## config.mk

```make
export PLATFORM = sky130hd
export DESIGN_NAME = fsm_rr_arbiter
export DESIGN_NICKNAME = d
export VERILOG_FILES = /design/src/rtl/fsm_arb_pkg.sv /design/src/rtl/fsm_rr_arbiter_rr_pick.sv /design/src/rtl/fsm_rr_arbiter.sv
export SDC_FILE = /design/constraint.sdc
export NUM_CORES = 1
export LEC_CHECK = 0
export BUFFER_PORTS_ARGS = -buffer_cell sky130_fd_sc_hd__buf_2
export CORE_AREA = 5 5 42 44
export DETAILED_ROUTE_END_ITERATION = 8
export DIE_AREA = 0 0 47 49
export GPL_TIMING_DRIVEN = 1
export HOLD_SLACK_MARGIN = 0.15
export PLACE_DENSITY = 0.7
export SLEW_MARGIN = 20
export SYNTH_ARGS = -nofsm -noshare
export SYNTH_HDL_FRONTEND = slang
export SYNTH_HIERARCHICAL = 1
export SYNTH_SLANG_ARGS = --single-unit
```

## constraint.sdc

```tcl
create_clock -name clock -period 1.8 [get_ports clock]
set_input_delay 0.18 -clock clock [delete_from_list [all_inputs] [get_ports clock]]
set_output_delay 0.18 -clock clock [all_outputs]
set_load 0.02 [all_outputs]
```

## src/rtl/fsm_arb_pkg.sv

```systemverilog
// ---------------------------------------------------------------------------
// fsm_arb_pkg
// Shared types and helpers for the round-robin grant arbiter.
//   state_t  : arbiter FSM encoding (IDLE / GRANT / RECOVER)
//   idx_w()  : width of a requester index for a given requester count
//   N_REQ_DEF, MAX_HOLD_DEF : default parameter values
// ---------------------------------------------------------------------------
package fsm_arb_pkg;

   typedef enum logic [1:0] {
      IDLE    = 2'b00,
      GRANT   = 2'b01,
      RECOVER = 2'b10
   } state_t;

   localparam int unsigned N_REQ_DEF    = 4;
   localparam int unsigned MAX_HOLD_DEF = 16;

   // Index width; never below 1 so a degenerate count still yields a legal vector.
   function automatic int unsigned idx_w(input int unsigned n);
      return (n < 2) ? 1 : $clog2(n);
   endfunction

endpackage

```

## src/rtl/fsm_rr_arbiter_rr_pick.sv

```systemverilog
// ---------------------------------------------------------------------------
// rr_pick
// Combinational round-robin pick: scans req starting just after 'last',
// wrapping modulo N_REQ and ending at 'last'. First set bit wins.
// Ports:
//   req    [N_REQ-1:0] in  request levels
//   last   [W-1:0]     in  most recent owner (lowest priority)
//   found              out at least one request is set
//   winner [W-1:0]     out index of the winning requester
// ---------------------------------------------------------------------------
module rr_pick
   import fsm_arb_pkg::*;
#(
   parameter int unsigned N_REQ = N_REQ_DEF
) (
   input  logic [N_REQ-1:0]          req,
   input  logic [idx_w(N_REQ)-1:0]   last,
   output logic                      found,
   output logic [idx_w(N_REQ)-1:0]   winner
);

   localparam int unsigned W = idx_w(N_REQ);

   int unsigned w_idx;

   // The modulo keeps every probed index below N_REQ, so unused encodings
   // of a non-power-of-two count are never selected.
   always_comb begin
      found  = 1'b0;
      winner = '0;
      w_idx  = 0;
      for (int unsigned k = 1; k <= N_REQ; k++) begin
         w_idx = (32'(last) + k) % N_REQ;
         if (!found && req[w_idx]) begin
            found  = 1'b1;
            winner = W'(w_idx);
         end
      end
   end

endmodule

```

## src/rtl/fsm_rr_arbiter.sv

```systemverilog
// ---------------------------------------------------------------------------
// fsm_rr_arbiter
// Round-robin arbiter with level request/grant handshake, a one-cycle
// turnaround (RECOVER) between owners and an optional tenure limit.
// Optional feature macro: FSM_RR_ARBITER_TIMEOUT_EN (hold counter + timeout).
// Ports:
//   clock              in  rising-edge clock
//   reset              in  asynchronous active-low reset
//   req     [N_REQ-1:0] in  request levels
//   gnt     [N_REQ-1:0] out registered one-hot/zero grant
//   gnt_vld            out registered, any grant active
//   gnt_id  [W-1:0]     out current / last owner index
//   timeout            out one-cycle pulse when a tenure is forcibly ended
// ---------------------------------------------------------------------------
module fsm_rr_arbiter
   import fsm_arb_pkg::*;
#(
   parameter int unsigned N_REQ    = N_REQ_DEF,
   parameter int unsigned MAX_HOLD = MAX_HOLD_DEF
) (
   input  logic                     clock,
   input  logic                     reset,
   input  logic [N_REQ-1:0]         req,
   output logic [N_REQ-1:0]         gnt,
   output logic                     gnt_vld,
   output logic [idx_w(N_REQ)-1:0]  gnt_id,
   output logic                     timeout
);

   localparam int unsigned W = idx_w(N_REQ);

   if (N_REQ < 2 || N_REQ > 16) begin : g_bad_nreq
      $error("fsm_rr_arbiter: N_REQ out of range 2..16");
   end
   if (MAX_HOLD < 2 || MAX_HOLD > 255) begin : g_bad_hold
      $error("fsm_rr_arbiter: MAX_HOLD out of range 2..255");
   end

   state_t           r_state, w_state_nxt;
   logic [N_REQ-1:0] r_gnt, w_gnt_nxt;
   logic             r_gnt_vld, w_gnt_vld_nxt;
   logic [W-1:0]     r_gnt_id, w_gnt_id_nxt;
   logic [W-1:0]     r_last, w_last_nxt;
   logic             w_found;
   logic [W-1:0]     w_winner;
   logic             w_owner_req;

`ifdef FSM_RR_ARBITER_TIMEOUT_EN
   logic [7:0]       r_hold, w_hold_nxt;
   logic             r_timeout, w_timeout_nxt;
   logic             w_limit;

   assign w_limit = (r_hold == 8'(MAX_HOLD - 1));
`endif

   rr_pick #(
      .N_REQ (N_REQ)
   ) u_pick (
      .req    (req),
      .last   (r_last),
      .found  (w_found),
      .winner (w_winner)
   );

   assign w_owner_req = req[r_gnt_id];

   always_comb begin
      w_state_nxt   = r_state;
      w_gnt_nxt     = r_gnt;
      w_gnt_vld_nxt = r_gnt_vld;
      w_gnt_id_nxt  = r_gnt_id;
      w_last_nxt    = r_last;
`ifdef FSM_RR_ARBITER_TIMEOUT_EN
      w_hold_nxt    = r_hold;
      w_timeout_nxt = 1'b0;
`endif
      case (r_state)
         GRANT: begin
`ifdef FSM_RR_ARBITER_TIMEOUT_EN
            w_hold_nxt = r_hold + 8'd1;
`endif
            // Release wins over the limit, so a simultaneous drop is a
            // normal release without a timeout pulse.
            if (!w_owner_req) begin
               w_state_nxt   = RECOVER;
               w_gnt_nxt     = '0;
               w_gnt_vld_nxt = 1'b0;
            end
`ifdef FSM_RR_ARBITER_TIMEOUT_EN
            else if (w_limit) begin
               w_state_nxt   = RECOVER;
               w_gnt_nxt     = '0;
               w_gnt_vld_nxt = 1'b0;
               w_timeout_nxt = 1'b1;
            end
`endif
         end
         default: begin
            // IDLE and RECOVER arbitrate identically; in RECOVER the old
            // owner already sits at 'last' and so has lowest priority.
            if (w_found) begin
               w_state_nxt          = GRANT;
               w_gnt_nxt            = '0;
               w_gnt_nxt[w_winner]  = 1'b1;
               w_gnt_vld_nxt        = 1'b1;
               w_gnt_id_nxt         = w_winner;
               w_last_nxt           = w_winner;
`ifdef FSM_RR_ARBITER_TIMEOUT_EN
               w_hold_nxt           = '0;
`endif
            end else begin
               w_state_nxt   = IDLE;
               w_gnt_nxt     = '0;
               w_gnt_vld_nxt = 1'b0;
            end
         end
      endcase
   end

   always_ff @(posedge clock or negedge reset) begin
      if (!reset) begin
         r_state   <= IDLE;
         r_gnt     <= '0;
         r_gnt_vld <= 1'b0;
         r_gnt_id  <= '0;
         r_last    <= W'(N_REQ - 1);
      end else begin
         r_state   <= w_state_nxt;
         r_gnt     <= w_gnt_nxt;
         r_gnt_vld <= w_gnt_vld_nxt;
         r_gnt_id  <= w_gnt_id_nxt;
         r_last    <= w_last_nxt;
      end
   end

`ifdef FSM_RR_ARBITER_TIMEOUT_EN
   always_ff @(posedge clock or negedge reset) begin
      if (!reset) begin
         r_hold    <= '0;
         r_timeout <= 1'b0;
      end else begin
         r_hold    <= w_hold_nxt;
         r_timeout <= w_timeout_nxt;
      end
   end

   assign timeout = r_timeout;
`else
   assign timeout = 1'b0;
`endif

   assign gnt     = r_gnt;
   assign gnt_vld = r_gnt_vld;
   assign gnt_id  = r_gnt_id;

endmodule

```

# Word-level counts from Yosys, hierarchy flattened
# Cells that the tools add are included.
[totals] regBits=11 out_inout_bits=8 wordCells=56
[classes] add_sub_neg=4 order_cmp=7 eq_ne=2 muxes=29 n_bitwise=1 n_reduce_logical=8
[ops] operator="$lt 2x3->1 const B" count=6
[ops] operator="$mux 1" count=14
[ops] operator="$mux 2" count=6
[ops] operator="$mux 4" count=3
[ops] operator="$bmux 1 s2" count=5
[ops] operator="$add 2x1->2 const B" count=2
[ops] operator="$add 2x2->2 const B" count=2
[ops] operator="$logic_and 1x1->1" count=4
[ops] operator="$logic_not 1->1" count=3
[ops] operator="$demux 1 s2" count=1
[ops] operator="$eq 2x1->1 const B" count=1
[ops] operator="$ge 2x1->1 const B" count=1
[ops] operator="$ne 2x2->1 const B" count=1
[ops] operator="$reduce_and 2->1" count=1
[ops] operator="$not 1->1" count=1

# Logic depth before layout (Yosys ltp)
[depth] ltp_word=19 depth_mapped=5

# Cells and area by module
# Netlist, hierarchy kept.
[by_module_without_submodules] mod="fsm_rr_arbiter" n_inst=1 cells_each=36 area_each_um2=449.2 seq_area_each_um2=252.7
[by_module_without_submodules] mod="rr_pick" n_inst=1 cells_each=14 area_each_um2=91.3 seq_area_each_um2=0.0

# Least setup slack after synthesis
# Ideal clock, no wire load.
[synth_timing] kind="register to register" startpoint="register r_last[1]" endpoint="register r_gnt[1], in the netlist gnt[1]" t_arrival_ps=1297 required_ps=1679 slack_ps=382 path_stages_with_launch=5 path_buffers=0 synth_period_minus_slack_ps=1418 cell_sequence="dfstp_2 -> mux2i_1 -> o221ai_2 -> and3_1 -> a22o_2"
[synth_between] elab_chain_len=19 elab_cells_between_ends=33 cone_classes="add/sub: 4; order compare: 2; mux: 20; reduce/logical: 7"
[synth_rtl] item="start, declared" line="fsm_rr_arbiter.sv:43" rtl="logic [W-1:0] r_last, w_last_nxt;"
[synth_rtl] item="start signal, assigned" line="fsm_rr_arbiter.sv:126" rtl="r_last <= W'(N_REQ - 1);"
[synth_rtl] item="start signal, assigned" line="fsm_rr_arbiter.sv:132" rtl="r_last <= w_last_nxt;"
[synth_rtl] item="$add 2x1->2" line="fsm_rr_arbiter_rr_pick.sv:33" rtl="w_idx = (32'(last) + k) % N_REQ;"
[synth_rtl] item="$bmux 1 s2" line="fsm_rr_arbiter_rr_pick.sv:34" rtl="if (!found && req[w_idx]) begin"
[synth_rtl] item="$mux 1 (not written as such)" line="fsm_rr_arbiter_rr_pick.sv:34"
[synth_rtl] item="$mux 1" line="fsm_rr_arbiter_rr_pick.sv:34"
[synth_rtl] item="$logic_not 1->1" line="fsm_rr_arbiter_rr_pick.sv:34"
[synth_rtl] item="$logic_and 1x1->1" line="fsm_rr_arbiter_rr_pick.sv:34"
[synth_rtl] item="$mux 1" line="fsm_rr_arbiter_rr_pick.sv:34"
[synth_rtl] item="$logic_not 1->1" line="fsm_rr_arbiter_rr_pick.sv:34"
[synth_rtl] item="[4 not listed]"
[synth_rtl] item="$mux 2 (*)" line="fsm_rr_arbiter_rr_pick.sv:34"
[synth_rtl] item="named net w_winner[0]" line="fsm_rr_arbiter.sv:45" rtl="logic [W-1:0] w_winner;"
[synth_rtl] item="$lt 2x3->1 (not written as such) or $ge 2x1->1 (tied branches)" line="fsm_rr_arbiter.sv:104" rtl="w_gnt_nxt[w_winner] = 1'b1;"
[synth_rtl] item="$logic_and 1x1->1 (not written as such)" line="fsm_rr_arbiter.sv:104"
[synth_rtl] item="$mux 1 (not written as such)" line="fsm_rr_arbiter.sv:104"
[synth_rtl] item="$demux 1 s2 (*)" line="fsm_rr_arbiter.sv:104"
[synth_rtl] item="$mux 4 (*)" line="fsm_rr_arbiter.sv:101" rtl="if (w_found) begin"
[synth_rtl] item="$mux 4 (*)" line="fsm_rr_arbiter.sv:77" rtl="case (r_state)"
[synth_rtl] item="end signal, assigned" line="fsm_rr_arbiter.sv:129" rtl="r_gnt <= w_gnt_nxt;"
[synth_rtl] item="end, declared" line="fsm_rr_arbiter.sv:40" rtl="logic [N_REQ-1:0] r_gnt, w_gnt_nxt;"
# Mark *: on every way through the listed nets, which the timed path passes. The rest lies on a longest branch. The select of a mux whose other input is x is not followed.
# A chain may end at the register's enable or synchronous reset.

# Worst setup path after layout
# Same ends and word-level chain as after synthesis.

==> impl_metrics.tcl <==
set metrics [dict create \
    status "finished, final reports clean" \
    switching_share_pct 39.5 \
    ctsHoldBuffers 1 \
    mappedNetlistNets 56 \
    remaining_drc_errors 0 \
    detailedRoute.firstPassIterationCount 4 \
    post_synth.cell_area_avg_um2 10.8 \
    setup_viol 0 \
    grt_setup_unrepaired "false" \
    internal_power_component_mw 0.747 \
    met3RoutedLength_um 51 \
    worst_ep_required_ps 1950 \
    root_buffer "clkbuf_4" \
    max_cap_viol_count 0 \
    cellPowerDensity_mw_per_mm2 1870 \
    synth_adder_area_share_pct 0 \
    globalRouteOverflowTotal 0 \
    finalCritPeriodShare_pct 84.3 \
    cts-htree-levels 1 \
    worstPathMaxFanout 7 \
    die_x_um 47 \
    highest-signal-layer "met4" \
    core_area_mm2 0.00140 \
    post_cts_resize_count 0 \
    dominant_combinational_cell_family_by_area_after_synthesis "compound AO/OA/AOI/OAI gates" \
    period_minus_slack_ps 1520 \
    drt-total-wl_um 1030 \
    postLayoutCoreUtil_pct 47.1 \
    power.net_switching_mw 0.489 \
    static-leakage-power_nw 0.339 \
    seq_power_share_pct 36.3 \
    yosysWarnings 6 \
    cts_setup_buffers 0 \
    yosysSeqAreaShare_pct 46.8 \
    synth-compound-area-share_pct 25.2 \
    num_antenna_cells 0 \
    timing.rr.start "r_last[1]" \
    setup.worst_path.class "flop to flop" \
    first_pass_grt_wire_length_um 1750 \
    clock-sinks 10 \
    met2_routed_wl_um 477 \
    cts_made_buffers 3 \
    share_comb_of_total_power_pct 47.8 \
    max-clock-path-buffers 2 \
    antenna_found_initial 0 \
    clk_transition_reported_paths_ps 60 \
    routed-via-count 429 \
    ff2ff_path_depth 4 \
    layout-drive-gt1-share_pct 39.4 \
    timing.fmax_ghz 0.659 \
    tritoncts "yes" \
    first_global_vias 423 \
    synth_xor_xnor_area_share_pct 0 \
    synth_simple_gate_area_share_pct 18.3 \
    setup.worst_path.start_class "flop" \
    setup.worst_path.end_class "flop" \
    portBuffers 12 \
    num_rows 14 \
    detailedPlace.worstSlack_ps 297 \
    multiplexer_share_of_the_synthesized_area_pct 5.56 \
    clock_skew_ps 2.49 \
    die_boundary_height_um 49 \
    finalHoldViolations 0 \
    report.final.slew_viol_count 0 \
    critical_path_arrival_ps 1670 \
    nNetsFinal 73 \
    detailedPlacementHpwl_um 810 \
    worst_skew_pair.late_latency_ps 260 \
    synth_cells 50 \
    tns_ps 0 \
    vdd_ir_drop_max_v 0.000777 \
    route.layer.met1.wl_um 467 \
    synth.ff_latch_count 10 \
    wl_per_cell_um 12.5 \
    grt_max_degree 11 \
    syn2layout_area_growth_pct 22.0 \
    floorplan.io_pins 14 \
    finalWorstSetupSlack_ps 282 \
    gp_congestion 0.765 \
    synth_cell_type_count 22 \
    detail_route.vias_per_cell 5.23 \
    first_iter_violations 4 \
    clock_power_share_pct 15.9 \
    path_category_of_the_worst_min_delay_check "input pin to async pin" \
    reg2reg_slack_ps 280 \
    syn-cell-area_um2 541 \
    grt.total_usage_pct 10.5 \
    ant_nets 0 \
    floorplan.initialDensity_pct 38.6 \
    worst_r2r_endpoint "gnt[1]" \
    die_ar_mm2 0.00230 \
]
## how the worst max path moves through the flow
| stage | endpoint | cells after the start | from |
|---|---|---|---|
| 2_1_floorplan | gnt[1] | 4 | r_last[1] |
| 3_3_place_gp | gnt[1] | 4 | r_last[1] |
| 3_5_place_dp | gnt[1] | 4 | r_last[1] |
| 4_1_cts | gnt[1] | 4 | r_last[1] |
| 5_1_grt | gnt[1] | 4 | r_last[1] |
| 6_report | gnt[1] | 4 | r_last[1] |
## cell usage after synthesis
| cell type | n | area (um^2) |
|---|---|---|
| dfrtp_1 | 8 | 200 |
| nand2b_1 | 6 | 37.5 |
| a21o_1 | 3 | 22.5 |
| a21oi_1 | 3 | 15.0 |
| a22o_2 | 3 | 30.0 |
| inv_1 | 3 | 11.3 |
| mux2i_1 | 3 | 30.0 |
| nand2_1 | 3 | 11.3 |
| nor2_1 | 3 | 11.3 |
| and3_1 | 2 | 12.5 |
| dfstp_2 | 2 | 52.6 |
| a21o_2 | 1 | 8.76 |
| a21oi_2 | 1 | 8.76 |
| a31oi_1 | 1 | 6.26 |
| a32o_1 | 1 | 10.0 |
| and2b_1 | 1 | 7.51 |
| buf_4 | 1 | 7.51 |
| conb_1 | 1 | 3.75 |
| nand3b_1 | 1 | 7.51 |
| o221ai_2 | 1 | 15.0 |
| o22ai_4 | 1 | 20.0 |
| or3b_4 | 1 | 11.3 |
## cells in the final DEF, fill, tap and decap left out, drive strengths merged
cell type | netlist | layout
buf | 1 | 12
dfrtp | 8 | 8
nand2b | 6 | 6
a21o | 4 | 4
a21oi | 4 | 4
clkbuf | 0 | 4
inv | 3 | 3
mux2i | 3 | 3
a22o | 3 | 3
nand2 | 3 | 3
nor2 | 3 | 3
and3 | 2 | 2
dfstp | 2 | 2
nand3b | 1 | 1
or3b | 1 | 1
o22ai | 1 | 1
a32o | 1 | 1
conb | 1 | 1
dlygate4sd3 | 0 | 1
and2b | 1 | 1
o221ai | 1 | 1
a31oi | 1 | 1
## per-layer routing
| metal | vias to the layer above | track usage [%] |
|---|---|---|
| met1 | 201 | 14.0 |
| li1 | 208 | - |
| met3 | 4 | 2.21 |
| met2 | 16 | 14.0 |
| met5 | - | 0 |
| met4 | 0 | 8.29 |
## area by class of cell
type	instances	area, um^2
clock buffers	4	36.3
inverters	3	11.3
flip-flops and latches	10	253
multi-input cells	36	269
repair buffers	13	70.1
well taps	16	20.0
fillers	142	742
## state kept, by name, indices dropped and copies added (netlist names)
name	flops
gnt	4
gnt_id	2
r_last	2
r_state	2
## per-stage QoR
stage	hold WS [ps]	instance area, um^2	total power [mW]	cells
finish	306	659	1.24	82
global route	328	659	1.33	82
CTS	306	659	1.25	82
detailed placement	48.9	613	1.05	77
global placement	49.1	613	1.04	77
floorplan	-116	541	0.888	50
## power by group through the flow
stage	sequential, mW	clock [mW]	combinational (mW)
2_1_floorplan	0.528	0	0.361
3_3_place_gp	0.448	0	0.592
3_5_place_dp	0.452	0	0.597
4_1_cts	0.449	0.204	0.601
5_1_grt	0.469	0.215	0.642
6_report	0.448	0.196	0.591
## cell families (layout without fill, tap and decap cells)
logic type | after synthesis | count (layout)
simple gates | 17 | 17
compound gates | 15 | 15
flops | 10 | 10
buf+inv | 4 | 20
mux | 3 | 3
other cells | 1 | 1
## critical path, cell delays in order (launching register included)
cell and delay (ps):
dfstp_2 580, mux2i_1 240, o221ai_2 170, and3_1 220, a22o_2 210
Power figures use the tool's default switching activity.
